$ cat src/rtl/mem_stage_access_pkg.sv
// Shared encodings for the MEM-stage load/store access path: access sizes,
// writeback-select codes, FSM states and the alignment rule.
package mem_stage_access_pkg;

  localparam logic [1:0] SZ_BYTE = 2'b00;
  localparam logic [1:0] SZ_HALF = 2'b01;
  localparam logic [1:0] SZ_WORD = 2'b10;

  localparam logic [1:0] RW_ALU  = 2'b00;
  localparam logic [1:0] RW_LOAD = 2'b01;
  localparam logic [1:0] RW_PC4  = 2'b10;
  localparam logic [1:0] RW_CMP  = 2'b11;

  typedef enum logic [1:0] {
    ST_IDLE = 2'b00,
    ST_REQ  = 2'b01,
    ST_WAIT = 2'b10
  } state_e;

  // Size code 2'b11 behaves as a word access everywhere.
  function automatic logic is_misaligned(input logic [1:0] size, input logic [1:0] off);
    logic bad;
    case (size)
      SZ_BYTE: bad = 1'b0;
      SZ_HALF: bad = off[0];
      default: bad = |off;
    endcase
    return bad;
  endfunction

endpackage

$ cat src/rtl/mem_stage_access_align.sv
// Combinational lane logic: store byte-lane replication and enables, load
// lane extraction with sign/zero extension, and misalignment detection.
module lsu_align
  import mem_stage_access_pkg::*;
#(
  parameter int XLEN = 32
) (
  input  logic [1:0]      st_size_i,
  input  logic [1:0]      st_off_i,
  input  logic [XLEN-1:0] st_data_i,
  output logic [3:0]      st_be_o,
  output logic [XLEN-1:0] st_wdata_o,
  output logic            misalign_o,
  input  logic [1:0]      ld_size_i,
  input  logic [1:0]      ld_off_i,
  input  logic            ld_unsigned_i,
  input  logic [XLEN-1:0] ld_rdata_i,
  output logic [XLEN-1:0] ld_data_o
);

  logic [7:0]  lane_b;
  logic [15:0] lane_h;

  assign misalign_o = is_misaligned(st_size_i, st_off_i);

  always_comb begin
    // NOTE: every output gets a default first, so no path through the case leaves it unassigned and no latch is inferred.
    st_be_o    = 4'b1111;
    st_wdata_o = st_data_i;
    case (st_size_i)
      SZ_BYTE: begin
        st_be_o    = 4'b0001 << st_off_i;
        st_wdata_o = {(XLEN/8){st_data_i[7:0]}};
      end
      SZ_HALF: begin
        st_be_o    = 4'b0011 << st_off_i;
        st_wdata_o = {(XLEN/16){st_data_i[15:0]}};
      end
      default: ;
    endcase
  end

  // Halfword lanes sit at offset 0 or 2 once alignment has been enforced.
  assign lane_b = ld_rdata_i[{ld_off_i, 3'b000} +: 8];
  assign lane_h = ld_rdata_i[{ld_off_i[1], 4'b0000} +: 16];

  always_comb begin
    ld_data_o = ld_rdata_i;
    case (ld_size_i)
      SZ_BYTE: ld_data_o = {{(XLEN-8){~ld_unsigned_i & lane_b[7]}}, lane_b};
      SZ_HALF: ld_data_o = {{(XLEN-16){~ld_unsigned_i & lane_h[15]}}, lane_h};
      default: ;
    endcase
  end

endmodule

$ cat src/rtl/mem_stage_access.sv
// MEM stage: issues req/gnt/rvalid data-memory transactions for loads and
// stores, stalls upstream while one is in flight, and registers MEM/WB.
module mem_stage_access
  import mem_stage_access_pkg::*;
#(
  parameter int XLEN   = 32,
  parameter int REG_AW = 5
) (
  input  logic              clk,
  input  logic              rst_n,
  input  logic              in_valid_i,
  input  logic [XLEN-1:0]   pc_i,
  input  logic [1:0]        dram_ex_type_i,
  input  logic              dramwe_i,
  input  logic [1:0]        rwsel_i,
  input  logic [REG_AW-1:0] regwr_i,
  input  logic              regwe_i,
  input  logic              compout_i,
  input  logic [XLEN-1:0]   aluout_i,
  input  logic [XLEN-1:0]   dramin_i,
  input  logic              unsigned_i,
  output logic              stall_o,
  output logic              dmem_req_o,
  output logic              dmem_we_o,
  output logic [XLEN-1:0]   dmem_addr_o,
  output logic [3:0]        dmem_be_o,
  output logic [XLEN-1:0]   dmem_wdata_o,
  input  logic              dmem_gnt_i,
  input  logic              dmem_rvalid_i,
  input  logic [XLEN-1:0]   dmem_rdata_i,
  output logic              wb_valid_o,
  output logic [XLEN-1:0]   wb_pc_o,
  output logic [REG_AW-1:0] wb_rd_o,
  output logic              wb_we_o,
  output logic [XLEN-1:0]   wb_data_o,
  output logic              misalign_o
);

  state_e state_q, state_d;

  logic is_mem, misal, mem_go, mem_bad;
  logic capture, st_done, ld_done, stall_raw;
  logic [3:0]      st_be;
  logic [XLEN-1:0] st_wdata, ld_data;

  logic              op_we_q, op_uns_q, op_regwe_q, op_cmp_q;
  logic [1:0]        op_size_q, op_off_q, op_rwsel_q;
  logic [XLEN-1:0]   op_pc_q, op_alu_q;
  logic [REG_AW-1:0] op_rd_q;

  logic              req_q, we_q;
  logic [XLEN-1:0]   addr_q, wdata_q;
  logic [3:0]        be_q;

  logic              wb_valid_q, wb_we_q, misalign_q;
  logic [XLEN-1:0]   wb_pc_q, wb_data_q;
  logic [REG_AW-1:0] wb_rd_q;

  function automatic logic [XLEN-1:0] wb_sel(input logic [1:0]      rwsel,
                                             input logic [XLEN-1:0] alu,
                                             input logic [XLEN-1:0] pc,
                                             input logic            cmp,
                                             input logic [XLEN-1:0] ld);
    logic [XLEN-1:0] v;
    case (rwsel)
      RW_ALU:  v = alu;
      RW_LOAD: v = ld;
      RW_PC4:  v = pc + XLEN'(4);
      default: v = {{(XLEN-1){1'b0}}, cmp};
    endcase
    return v;
  endfunction

  assign is_mem  = in_valid_i & (dramwe_i | (rwsel_i == RW_LOAD));
  assign mem_go  = is_mem & ~misal;
  assign mem_bad = is_mem & misal;

  lsu_align #(.XLEN(XLEN)) u_align (
    .st_size_i     (dram_ex_type_i),
    .st_off_i      (aluout_i[1:0]),
    .st_data_i     (dramin_i),
    .st_be_o       (st_be),
    .st_wdata_o    (st_wdata),
    .misalign_o    (misal),
    .ld_size_i     (op_size_q),
    .ld_off_i      (op_off_q),
    .ld_unsigned_i (op_uns_q),
    .ld_rdata_i    (dmem_rdata_i),
    .ld_data_o     (ld_data)
  );

  always_ff @(posedge clk or negedge rst_n) begin
    // NOTE: sequential state uses non-blocking assignments so every register samples pre-edge values.
    if (!rst_n) state_q <= ST_IDLE;
    else        state_q <= state_d;
  end

  always_comb begin
    state_d = state_q;
    case (state_q)
      ST_IDLE: if (mem_go)        state_d = ST_REQ;
      ST_REQ:  if (dmem_gnt_i)    state_d = op_we_q ? ST_IDLE : ST_WAIT;
      ST_WAIT: if (dmem_rvalid_i) state_d = ST_IDLE;
      default:                    state_d = ST_IDLE;
    endcase
  end

  always_comb begin
    capture   = 1'b0;
    st_done   = 1'b0;
    ld_done   = 1'b0;
    stall_raw = 1'b0;
    case (state_q)
      ST_IDLE: begin
        capture   = mem_go;
        stall_raw = mem_go;
      end
      ST_REQ: begin
        st_done   = dmem_gnt_i & op_we_q;
        stall_raw = ~st_done;
      end
      ST_WAIT: begin
        ld_done   = dmem_rvalid_i;
        stall_raw = ~dmem_rvalid_i;
      end
      default: ;
    endcase
  end

  // Nothing is held upstream while the stage is in reset.
  assign stall_o = rst_n & stall_raw;

  always_ff @(posedge clk or negedge rst_n) begin
    if (!rst_n) begin
      req_q      <= 1'b0;
      we_q       <= 1'b0;
      addr_q     <= '0;
      be_q       <= '0;
      wdata_q    <= '0;
      op_we_q    <= 1'b0;
      op_uns_q   <= 1'b0;
      op_regwe_q <= 1'b0;
      op_cmp_q   <= 1'b0;
      op_size_q  <= '0;
      op_off_q   <= '0;
      op_rwsel_q <= '0;
      op_pc_q    <= '0;
      op_alu_q   <= '0;
      op_rd_q    <= '0;
    end else if (capture) begin
      req_q      <= 1'b1;
      we_q       <= dramwe_i;
      addr_q     <= {aluout_i[XLEN-1:2], 2'b00};
      be_q       <= st_be;
      wdata_q    <= st_wdata;
      op_we_q    <= dramwe_i;
      op_uns_q   <= unsigned_i;
      op_regwe_q <= regwe_i;
      op_cmp_q   <= compout_i;
      op_size_q  <= dram_ex_type_i;
      op_off_q   <= aluout_i[1:0];
      op_rwsel_q <= rwsel_i;
      op_pc_q    <= pc_i;
      op_alu_q   <= aluout_i;
      op_rd_q    <= regwr_i;
    end else if ((state_q == ST_REQ) && dmem_gnt_i) begin
      req_q <= 1'b0;
    end
  end

  // wb_valid/misalign are single-cycle pulses; the other wb fields hold.
  always_ff @(posedge clk or negedge rst_n) begin
    if (!rst_n) begin
      wb_valid_q <= 1'b0;
      wb_we_q    <= 1'b0;
      misalign_q <= 1'b0;
      wb_pc_q    <= '0;
      wb_data_q  <= '0;
      wb_rd_q    <= '0;
    end else begin
      wb_valid_q <= 1'b0;
      misalign_q <= 1'b0;
      if ((state_q == ST_IDLE) && !is_mem) begin
        wb_valid_q <= in_valid_i;
        wb_pc_q    <= pc_i;
        wb_rd_q    <= regwr_i;
        wb_we_q    <= in_valid_i & regwe_i;
        wb_data_q  <= wb_sel(rwsel_i, aluout_i, pc_i, compout_i, '0);
      end else if ((state_q == ST_IDLE) && mem_bad) begin
        wb_valid_q <= 1'b1;
        wb_pc_q    <= pc_i;
        wb_rd_q    <= regwr_i;
        wb_we_q    <= 1'b0;
        wb_data_q  <= aluout_i;
        misalign_q <= 1'b1;
      end else if (st_done || ld_done) begin
        wb_valid_q <= 1'b1;
        wb_pc_q    <= op_pc_q;
        wb_rd_q    <= op_rd_q;
        wb_we_q    <= op_regwe_q;
        wb_data_q  <= wb_sel(op_rwsel_q, op_alu_q, op_pc_q, op_cmp_q, ld_data);
      end
    end
  end

  assign dmem_req_o   = req_q;
  assign dmem_we_o    = we_q;
  assign dmem_addr_o  = addr_q;
  assign dmem_be_o    = be_q;
  assign dmem_wdata_o = wdata_q;
  assign wb_valid_o   = wb_valid_q;
  assign wb_pc_o      = wb_pc_q;
  assign wb_rd_o      = wb_rd_q;
  assign wb_we_o      = wb_we_q;
  assign wb_data_o    = wb_data_q;
  assign misalign_o   = misalign_q;

endmodule

$ cat config.mk
export PLATFORM = sky130hd
export DESIGN_NAME = mem_stage_access
export DESIGN_NICKNAME = d
export VERILOG_FILES = /design/src/rtl/mem_stage_access_pkg.sv /design/src/rtl/mem_stage_access_align.sv /design/src/rtl/mem_stage_access.sv
export SDC_FILE = /design/constraint.sdc
export NUM_CORES = 1
export LEC_CHECK = 0
export CORE_MARGIN = 2
export CORE_UTILIZATION = 41
export CTS_BUF_LIST = sky130_fd_sc_hd__clkbuf_2 sky130_fd_sc_hd__clkbuf_4 sky130_fd_sc_hd__clkbuf_8
export DETAILED_ROUTE_END_ITERATION = 12
export PLACE_DENSITY = 0.79
export SLEW_MARGIN = 20
export SYNTH_ARGS = -nofsm -noshare
export SYNTH_HDL_FRONTEND = slang
export SYNTH_SLANG_ARGS = --single-unit
$ cat constraint.sdc
create_clock -name clk -period 2.3 [get_ports clk]
set_input_delay 0.23 -clock clk [delete_from_list [all_inputs] [get_ports clk]]
set_output_delay 0.23 -clock clk [all_outputs]
set_load 0.05 [all_outputs]
== After elaboration in Yosys (flattened, before gate mapping) ==
Index checks and enable logic that the tools add are counted.
Storage, ports and cells
  input port bits: 146
  register bits after elaboration: 220
  output and inout port bits: 143
  logic and storage cells: 99
Cells by class
  mux-type cells: 34
  shift operators: 4
  reduce and logical (&&, ||, !) cells: 14
  bitwise logic cells: 13
  equality and inequality tests: 11
  add/sub/neg operators: 2
Operator list (number)
  $mux 32: 6
  $pmux 32 s3: 2
  $pmux 32 s2: 2
  $add 32x3->32 const B: 2
  $shiftx 32x6->16: 1
  $shiftx 32x6->8: 1
  $mux 5: 3
  $mux 1: 13
  $eq 2x1->1 const B: 5
  $logic_not 2->1: 5
  $and 1x1->1: 8
  $mux 2: 4
  $pmux 4 s2: 1
  $eq 2x2->1 const B: 3
  $ne 2x2->1 const B: 3
  $pmux 2 s3: 1
  $not 1->1: 4
  $shl 1x2->4 const A: 1
  $shl 2x2->4 const A: 1
  $logic_and 1x1->1: 3
  $pmux 1 s3: 1
  $reduce_and 3->1: 1
  $reduce_bool 3->1: 1
  $pmux 1 s2: 1
  5 further kinds: 5

== Longest topological paths before layout ==
Gate-level depths: netlist of run 1.
  word-level depth: 7
  gate-level depth with buffers: 9
  mapped depth without buffers: 7

== By module ==
From an unflattened synthesis of run 1, not the netlist that was laid out.
Unflattened totals
  cells, all modules: 1139
  area total of the unflattened synthesis: 11035.6 µm²
Modules (own cells, without submodules)
  mem_stage_access: cells an instance 954, sequential area each 4704.5 µm², instances 1, area an instance 9851.9 µm²
  lsu_align: cells an instance 185, sequential area each 0.0 µm², instances 1, area an instance 1183.6 µm²

== Least setup slack after synthesis of run 1 ==
No wires, ideal clock.
  path kind: register to register
  start point: register, netlist name dmem_we_o
  end point: register wb_pc_q[0], in the netlist wb_pc_o[0]
  arrival: 2.015 ns
  path buffers: 2
  setup time: 0.072 ns
  required time: 2.228 ns
  setup slack: 0.213 ns
  stages on the path, launching flop included: 7
  clock period less this slack: 2.087 ns
  path through: dfrtp_1 nand3_1 a2bb2oi_1 clkbuf_1 buf_1 o22ai_1 nor2_1
RTL lines
  end signal: assignment: RTL line mem_stage_access.sv:185  | wb_pc_q <= pc_i;
  end signal: assignment: RTL line mem_stage_access.sv:191  | wb_pc_q <= pc_i;
  end signal: assignment: RTL line mem_stage_access.sv:198  | wb_pc_q <= op_pc_q;
  end: declaration: RTL line mem_stage_access.sv:56  | logic [XLEN-1:0] wb_pc_q, wb_data_q;

==> run summary, run 1 <==
The logs give 0 for the final antenna-violating net count and 6.80 nW for the static power due to leakage. The routed design has 44800 um of wire. In the synthesized netlist, mux cells make up 3.87% of the area.

The cell count of the worst reg-to-reg path came out at 7. The routed design could run at a clock period as short as 2.23 ns. The floorplan step defined a die boundary enclosing 28300 um2. For this run, design rule violations remaining after detail routing come to 0. The logs give 0 for the max-slew violation total from the final report and 12.1k for the via total after detailed routing. The startpoint type of the worst setup path is a register.

The tools report the number of antenna violations at the first check in global routing as 0. For the worst setup path, the data required time is 2.65 ns. The area growth from synthesis to layout is 41.2%.

Ranked by instance count, the synthesized netlist is headed by 314 x nand2_1, 188 x dfrtp_1, 148 x nor2_1, 81 x o21ai_0, 65 x clkbuf_1. Number of buffers created by CTS: 17. The clock arrives with 0.0226 ns of skew. Net switching is 50.1% of the power. The number of placed cells counting well taps is 2007, and the weighted congestion reported at the end of routability-driven placement is 0.980. The tools report the final-layout setup total negative slack as 0 ns. Sorting the synthesized cells by area gives the leading types as dfrtp_1 43%, nand2_1 11%, nor2_1 5.0%. The flow ran to the end, and the final reports show no timing, DRC or antenna violations. After clock tree synthesis, the clock-pin slew on the worst setup and hold paths is 0.10 ns.

The number of warnings issued by yosys is 0. After detailed routing, the average wire length per cell comes to 21.9 um. The synthesized netlist devotes 19.6% of its cell area to compound gates. The worst hold path passes through 3 cells. The clock net in this run drives a total of 188 sinks. Entering global routing, the biggest net connects 137 pins. The synthesized design contains 188 register bits. In this run the worst hold path is classified as in2reg. The cell row count came out at 60. For this block, the initial DRC count from the detailed router was 1564. The die width was 168 um.

dfrtp_1 takes more of the synthesized area than any other cell. After synthesis, the netlist uses 70 different library cells. The placement-stage worst setup slack is -0.288 ns.

The net switching power is 9.40 mW. The initial standard-cell utilization of the core was 41.4%; the die boundary height was 168 um. After the last flow step, the layout net total stands at 1841.

The floorplan step defined a core boundary enclosing 26700 um2. The worst slew margin relative to its limit is 39.3%. Global routing used 47.6% of the available met2 tracks.

The worst setup path is captured at a register. The number of flops mapped to enable cells by yosys is 0. The share of the clock period used by the worst path is 96.9%. The tools report the number of I/O pins as 289. The number of diodes added for antenna fixing came out at 0. For met1 alone, demand over resource in global routing was 44.5%. Once routing completed, OpenROAD measured the worst setup slack at 0.0712 ns. Post-synthesis share of cell area spent on and, or, nand and nor gates: 23.7%.

The busiest metal layer after global routing was met2. The share of post-route cells with drive strength above 1 came out at 14.5%. The pre-antenna-repair detailed-routing pass consisted of 5 iterations. The count of filler cells inserted in the layout was 2382. The type of the setup path with the least slack is reg2reg.

The final-report hold violation count came out at 0. The per-instance average area after synthesis is 8.19 um2. Power spread over the standard cell area amounts to 1200 nW/um2.

Combinational logic is responsible for 57.7% of the overall power. Sequential cells account for 30.3% of the total power. The tools report the data arrival time at the worst-slack endpoint as 2.58 ns. In the synthesized netlist, the number of instances is 1349. Upper clock frequency limit: 449 MHz. Detailed placement ended at an HPWL of 34300 um.

The share of the yosys chip area belonging to registers was 42.6%. The library cell used as clock root buffer was clkbuf_8. By area, the combinational part of the netlist is dominated by simple AND/OR/NAND/NOR gates. The clock passes through at most 2 buffers. After synthesis, the share of flip-flops with an asynchronous set or reset is 100%. For the worst-skew pair, the clock arrives at the later sink with an insertion delay of 0.49 ns.

The first global-routing pass estimated 67800 um of wire. For met3 alone, demand over resource in global routing was 6.72%. VDD sags by at most 0.606 mV. For the area used by multi-input combinational logic, the log shows 5740 um2. The via density per instance was 5.91. The number of non-filler instances in the completed layout was 2045; the area share of fa/ha/maj cells after synthesis was 0.226%.

Summing all flip-flop and latch instances after layout gives 4710 um2. In this run, the clock network consumes 12.1% of the power. By instance count, the leading cell after synthesis is nand2_1. The internal power of the cells totals 9.35 mW. Count of input and output buffers: 286. In the global route stage, overall resource usage came out at 31.1%. TritonCTS built the clock tree. Of all nets on the critical path, the largest fanout is 14.

Of the post-synthesis cell area, the dominant cell type holds 42.6%. The logs give 0 for the number of max-cap violations and 11100 um2 for the cell area after synthesis. The flip-flop cell with the highest count after synthesis is dfrtp_1. Number of global-route vias before repair: 11.3k.

At the pin with the least slew margin, the transition time is 0.907 ns. The H-tree generated during clock tree synthesis spans 4 levels. Of the total synthesized cell area, the portion taken by XOR and XNOR cells is 3.57%. Number of setup violations in the final report: 0.

After global routing the overflow that remains totals 0. The worst register-to-register path has a setup slack of 0.07 ns.
-- routing by layer --
layer | wire length (um) | share of wire [%] | vias to the layer above
met1 | 19100 | 43 | 5868
met4 | 1140 | 2.6 | 0
met2 | 20000 | 45 | 733
met3 | 4550 | 10 | 73
met5 | 0 | 0 | -
li1 | - | - | 5415
-- power by group through the flow --
| stage | combinational, mW | clock [mW] | sequential [mW] |
|---|---|---|---|
| finish | 10.8 | 2.26 | 5.68 |
| global route | 11.3 | 2.42 | 5.79 |
| CTS | 10.6 | 2.27 | 5.62 |
| detailed placement | 10.6 | 0 | 5.67 |
| global placement | 10.5 | 0 | 5.64 |
| floorplan | 4.09 | 0 | 7.86 |
-- logic make-up (layout without fill, tap and decap cells) --
family          Yosys count  count (layout)
compound gates          318             318
other cells               1               2
flops                   188             188
simple gates            604             604
mux                      40              40
xor+xnor                 45              45
fa+ha+maj                 2               2
buf+inv                 151             505
-- area by class of cell --
| cell class | count | area share (%) |
|---|---|---|
| inverters | 25 | 0.601 |
| well taps | 341 | 2.73 |
| multi-input cells | 1011 | 36.8 |
| clock buffers | 17 | 1.50 |
| clock inverters | 13 | 0.914 |
| flip-flops and latches | 188 | 30.2 |
| repair buffers | 450 | 27.3 |
-- timing repair --
item	4_1_cts	5_1_grt
hold endpoints to repair	146	0
hold buffers	1	0
resized for setup	1	15
pin swaps	1	2
endpoints found under the setup margin	2	17
gates cloned	0	0
buffers inserted	1	6
-- critical path, cell delays in order, from the launching register on --
cell and delay (ns):
dfrtp_2 0.44, buf_6 0.20, mux2_2 0.36, mux2_2 0.27
o221ai_2 0.25, a211oi_1 0.12, a2111oi_1 0.35, nor2_1 0.11
-- flip-flops by register name (all words and copies together), names as in the netlist, 4 cells and up --
| signal | count |
|---|---|
| dmem_be_o | 4 |
| wb_pc_o | 32 |
| wb_rd_o | 5 |
| wb_data_o | 32 |
| op_alu_q | 31 |
| dmem_wdata_o | 32 |
| op_rd_q | 5 |
| op_pc_q | 32 |
-- path summary, 6_finish.rpt --
| check | to | startpoint |
|---|---|---|
| max in group asynchronous | op_pc_q[2] | rst_n |
| min in group asynchronous | dmem_wdata_o[2] | rst_n |
| setup / recovery | wb_data_o[2] | op_alu_q[1] |
| setup reg to reg | wb_data_o[2] | op_alu_q[1] |
| hold / removal | op_uns_q | unsigned_i |
| hold reg to reg | dmem_wdata_o[0] | dmem_wdata_o[0] |
-- stage by stage --
step | util, % | hold slack [ns] | total power, mW | cell area (um2)
2_1_floorplan | - | -0.0656 | 11.9 | 11100
3_3_place_gp | 56.5 | 0.457 | 16.1 | 15100
3_5_place_dp | 56.5 | 0.465 | 16.3 | 15100
4_1_cts | 58.0 | 0.284 | 18.5 | 15500
5_1_grt | 58.4 | 0.300 | 19.5 | 15600
6_report | 58.4 | 0.299 | 18.7 | 15600
-- layout by cell type (no fill, tap or decap), types with 9 or more instances in the layout --
| cell type | netlist | routed |
|---|---|---|
| inv_1 | 24 | 24 |
| clkdlybuf4s50_1 | 0 | 284 |
| a21oi_1 | 46 | 46 |
| mux2i_1 | 27 | 26 |
| xor2_1 | 23 | 23 |
| nand2_1 | 314 | 312 |
| buf_4 | 32 | 150 |
| nor3_1 | 31 | 31 |
| nand4_1 | 16 | 16 |
| a211oi_1 | 20 | 20 |
| o22ai_1 | 43 | 43 |
| nand3_1 | 38 | 38 |
| xnor2_1 | 22 | 22 |
| mux2_2 | 12 | 12 |
| a221oi_1 | 22 | 19 |
| dfrtp_1 | 188 | 184 |
| nor2_1 | 148 | 145 |
| and3_1 | 9 | 9 |
| a221o_1 | 25 | 25 |
| a31oi_1 | 12 | 12 |
| clkbuf_8 | 0 | 18 |
| buf_12 | 0 | 13 |
| o21ai_0 | 81 | 81 |
No activity file was read; power rests on OpenSTA's default activity.
==> inputs of run 2 (changes only) <==
- CORE_MARGIN: 2 -> 10
==> run summary, run 2 (synthesis gave the netlist of run 1 again) <==
The count of buffers added on input and output ports is 286. The path class of the tightest hold or removal check is in2async. The final layout contains routed wiring with a total length of 48000 um.

The library cells used most frequently in the layout, excluding fill and tap cells, are 312 x nand2_1, 284 x clkdlybuf4s50_1, 183 x dfrtp_1. Counting every sink on the clock net gives 188. The tools report the max-slew violation total from the final report as 0.

The die covers 33900 um2. The floorplan step set the die height to 184 um. Clock period minus final worst setup slack: 2.23 ns. Once placement completed, the tool counted placed cells totaling 2017. The area growth from synthesis to final layout is 41.4%. The run gives 11.9k as the via total after detailed routing. The initial standard-cell utilization of the core is 41.4%. For the number of setup violations in the final report, the log shows 0. The critical path endpoint category was an output port. The core footprint was 26700 um2. Summed over all cells, the static leakage comes to 6.84 nW.

The worst register-to-register path has a depth of 7. The floorplan has 60 rows. For this run, design rule violations remaining after detail routing come to 0. The first routing iteration left 1471 violations. The first global-routing pass estimated 72100 um of wire. The HPWL after detailed placement is 37200 um. The tools report the final-report hold violation count as 0. The clock transition at the registers of the reported paths came out at 0.12 ns. The run gives 11.7k as the number of global-route vias before repair.

Max-cap violations in this run came to 0. IR analysis of the VDD net gives a maximum drop of 0.694 mV. Of the available clock period, the critical path in the final layout requires 97.1%.

Clock tree synthesis selected as its root buffer the cell clkbuf_8. For this run, the post-layout net count is 1850. The worst setup path is launched from a register. The uppermost layer routed is met4. For the final total power, the log shows 18.9 mW.

The number of antenna violations at the first check in global routing is 1. The endpoint identified for the worst register-to-register timing path is wb_data_o[2]. The most common library cell in the layout ignoring fill and taps is nand2_1. The number of H-tree levels is 4. The setup check on the worst reg-to-reg path leaves a slack of 0.08 ns. 289 I/O pins were placed.

The filler cells instantiated in the layout total 2339. Entering global routing, the biggest net connects 89 pins. The logs give 0.984 for the weighted congestion reported at the end of routability-driven placement and 0.0219 ns for the worst-case clock skew. The later pin in the worst-skew pair is clocked with a latency of 0.49 ns. The logs give 0 for the remaining global-route overflow and 448 MHz for the upper clock frequency limit. In this run the tightest slew margin relative to its limit is 26.5%. In the routed layout, each cell is associated on average with a via count of 5.80. The sum of routed wire segments on met1 was 20000 um. Setup total negative slack on the finished layout was measured at 0 ns. In the final routed layout, each cell accounts on average for 23.4 um. For the worst setup path, the data arrival time is 2.00 ns. The number of buffers created by CTS is 17. The type of the setup path with the least slack was reg2out. Slew at the pin closest to its max-slew limit: 1.10 ns. In this run the horizontal extent of the chip is 184 um.

Power spread over the standard cell area amounts to 1210 nW/um2. The length of routed met3 wiring is 5030 um. The required time of the worst setup path was 2.07 ns; the maximum clock insertion buffer count was 2. The highest fanout seen on the critical path was 5. Once detail routing completed, the nets flagged for antenna violations numbered 0.

After detailed routing, the met2 layer carries 21600 um of wire. The worst path setup slack after routing is 0.0662 ns. The startpoint identified for the worst register-to-register timing path is op_alu_q[1]. Cells with a size suffix above 1 make up 15.0% of the layout. Across every metal layer, demand over resource in global routing totals 27.6%. The pre-antenna-repair detailed-routing pass consisted of 8 iterations. TritonCTS built the clock tree. Excluding fillers, the count of instances in the completed layout stands at 2057.

For this run, the share of the core covered by cells in the final layout is 58.5%. The flow ran to the end, and the final reports show no timing, DRC or antenna violations. The placement-stage worst setup slack was -0.260 ns.
-- run 2: metrics by stage --
step	area (um2)	hold slack [ns]
2_1_floorplan	11100	-0.0656
3_3_place_gp	15100	0.111
3_5_place_dp	15100	0.114
4_1_cts	15600	0.135
5_1_grt	15600	0.161
6_report	15600	0.153
-- run 2: worst max-delay path by stage --
| stage | end | from | slack (ns) |
|---|---|---|---|
| after floorplan | wb_pc_o[0] | dmem_we_o | 0.21 |
| after global placement | wb_data_o[27] | aluout_i[0] | -0.29 |
| after detailed placement | wb_data_o[29] | pc_i[12] | -0.26 |
| after CTS | stall_o | state_q[0] | 0.002 |
| after global routing | stall_o | state_q[1] | -0.03 |
| final | stall_o | state_q[1] | 0.07 |
-- run 2: timing repair --
| action | CTS | global route |
|---|---|---|
| setup buffers | 3 | 3 |
| pin swaps | 2 | 1 |
| gates cloned | 0 | 0 |
| setup endpoints to repair | 3 | 11 |
| endpoints found under the hold margin | 112 | 0 |
| gates resized for setup | 4 | 9 |
| hold buffers | 1 | 0 |
-- run 2: area by class of cell --
type | count | area (um2) | share of cell area, %
Multi-Input combinational cell | 1011 | 5730 | 36.7
Sequential cell | 188 | 4710 | 30.1
Timing Repair Buffer | 459 | 4280 | 27.4
Tap cell | 341 | 427 | 2.73
Clock buffer | 17 | 234 | 1.50
Clock inverter | 15 | 155 | 0.993
Inverter | 25 | 93.8 | 0.600
Antenna cell | 1 | 2.50 | 0.0160
-- run 2: worst max-delay path: stages (launching register included) --
cell      delay [ns]
dfrtp_2         0.47
nor2_2          0.14
o211ai_1        0.18
nor2_4          0.18
a21oi_1         0.05
o22ai_1         0.17
and2_4          0.19
buf_12          0.13
-- run 2: power breakdown --
group	switching, mW	leakage [nW]	internal (mW)
clock network	1.40	0.200	0.900
logic	7.04	4.35	3.90
registers	1.13	2.29	4.50
-- run 2: per-layer routing --
| metal | GRT usage, % | vias to the layer above |
|---|---|---|
| li1 | - | 5440 |
| met1 | 36.8 | 5769 |
| met2 | 41.7 | 652 |
| met3 | 8.29 | 76 |
| met4 | 9.47 | 0 |
| met5 | 0 | - |
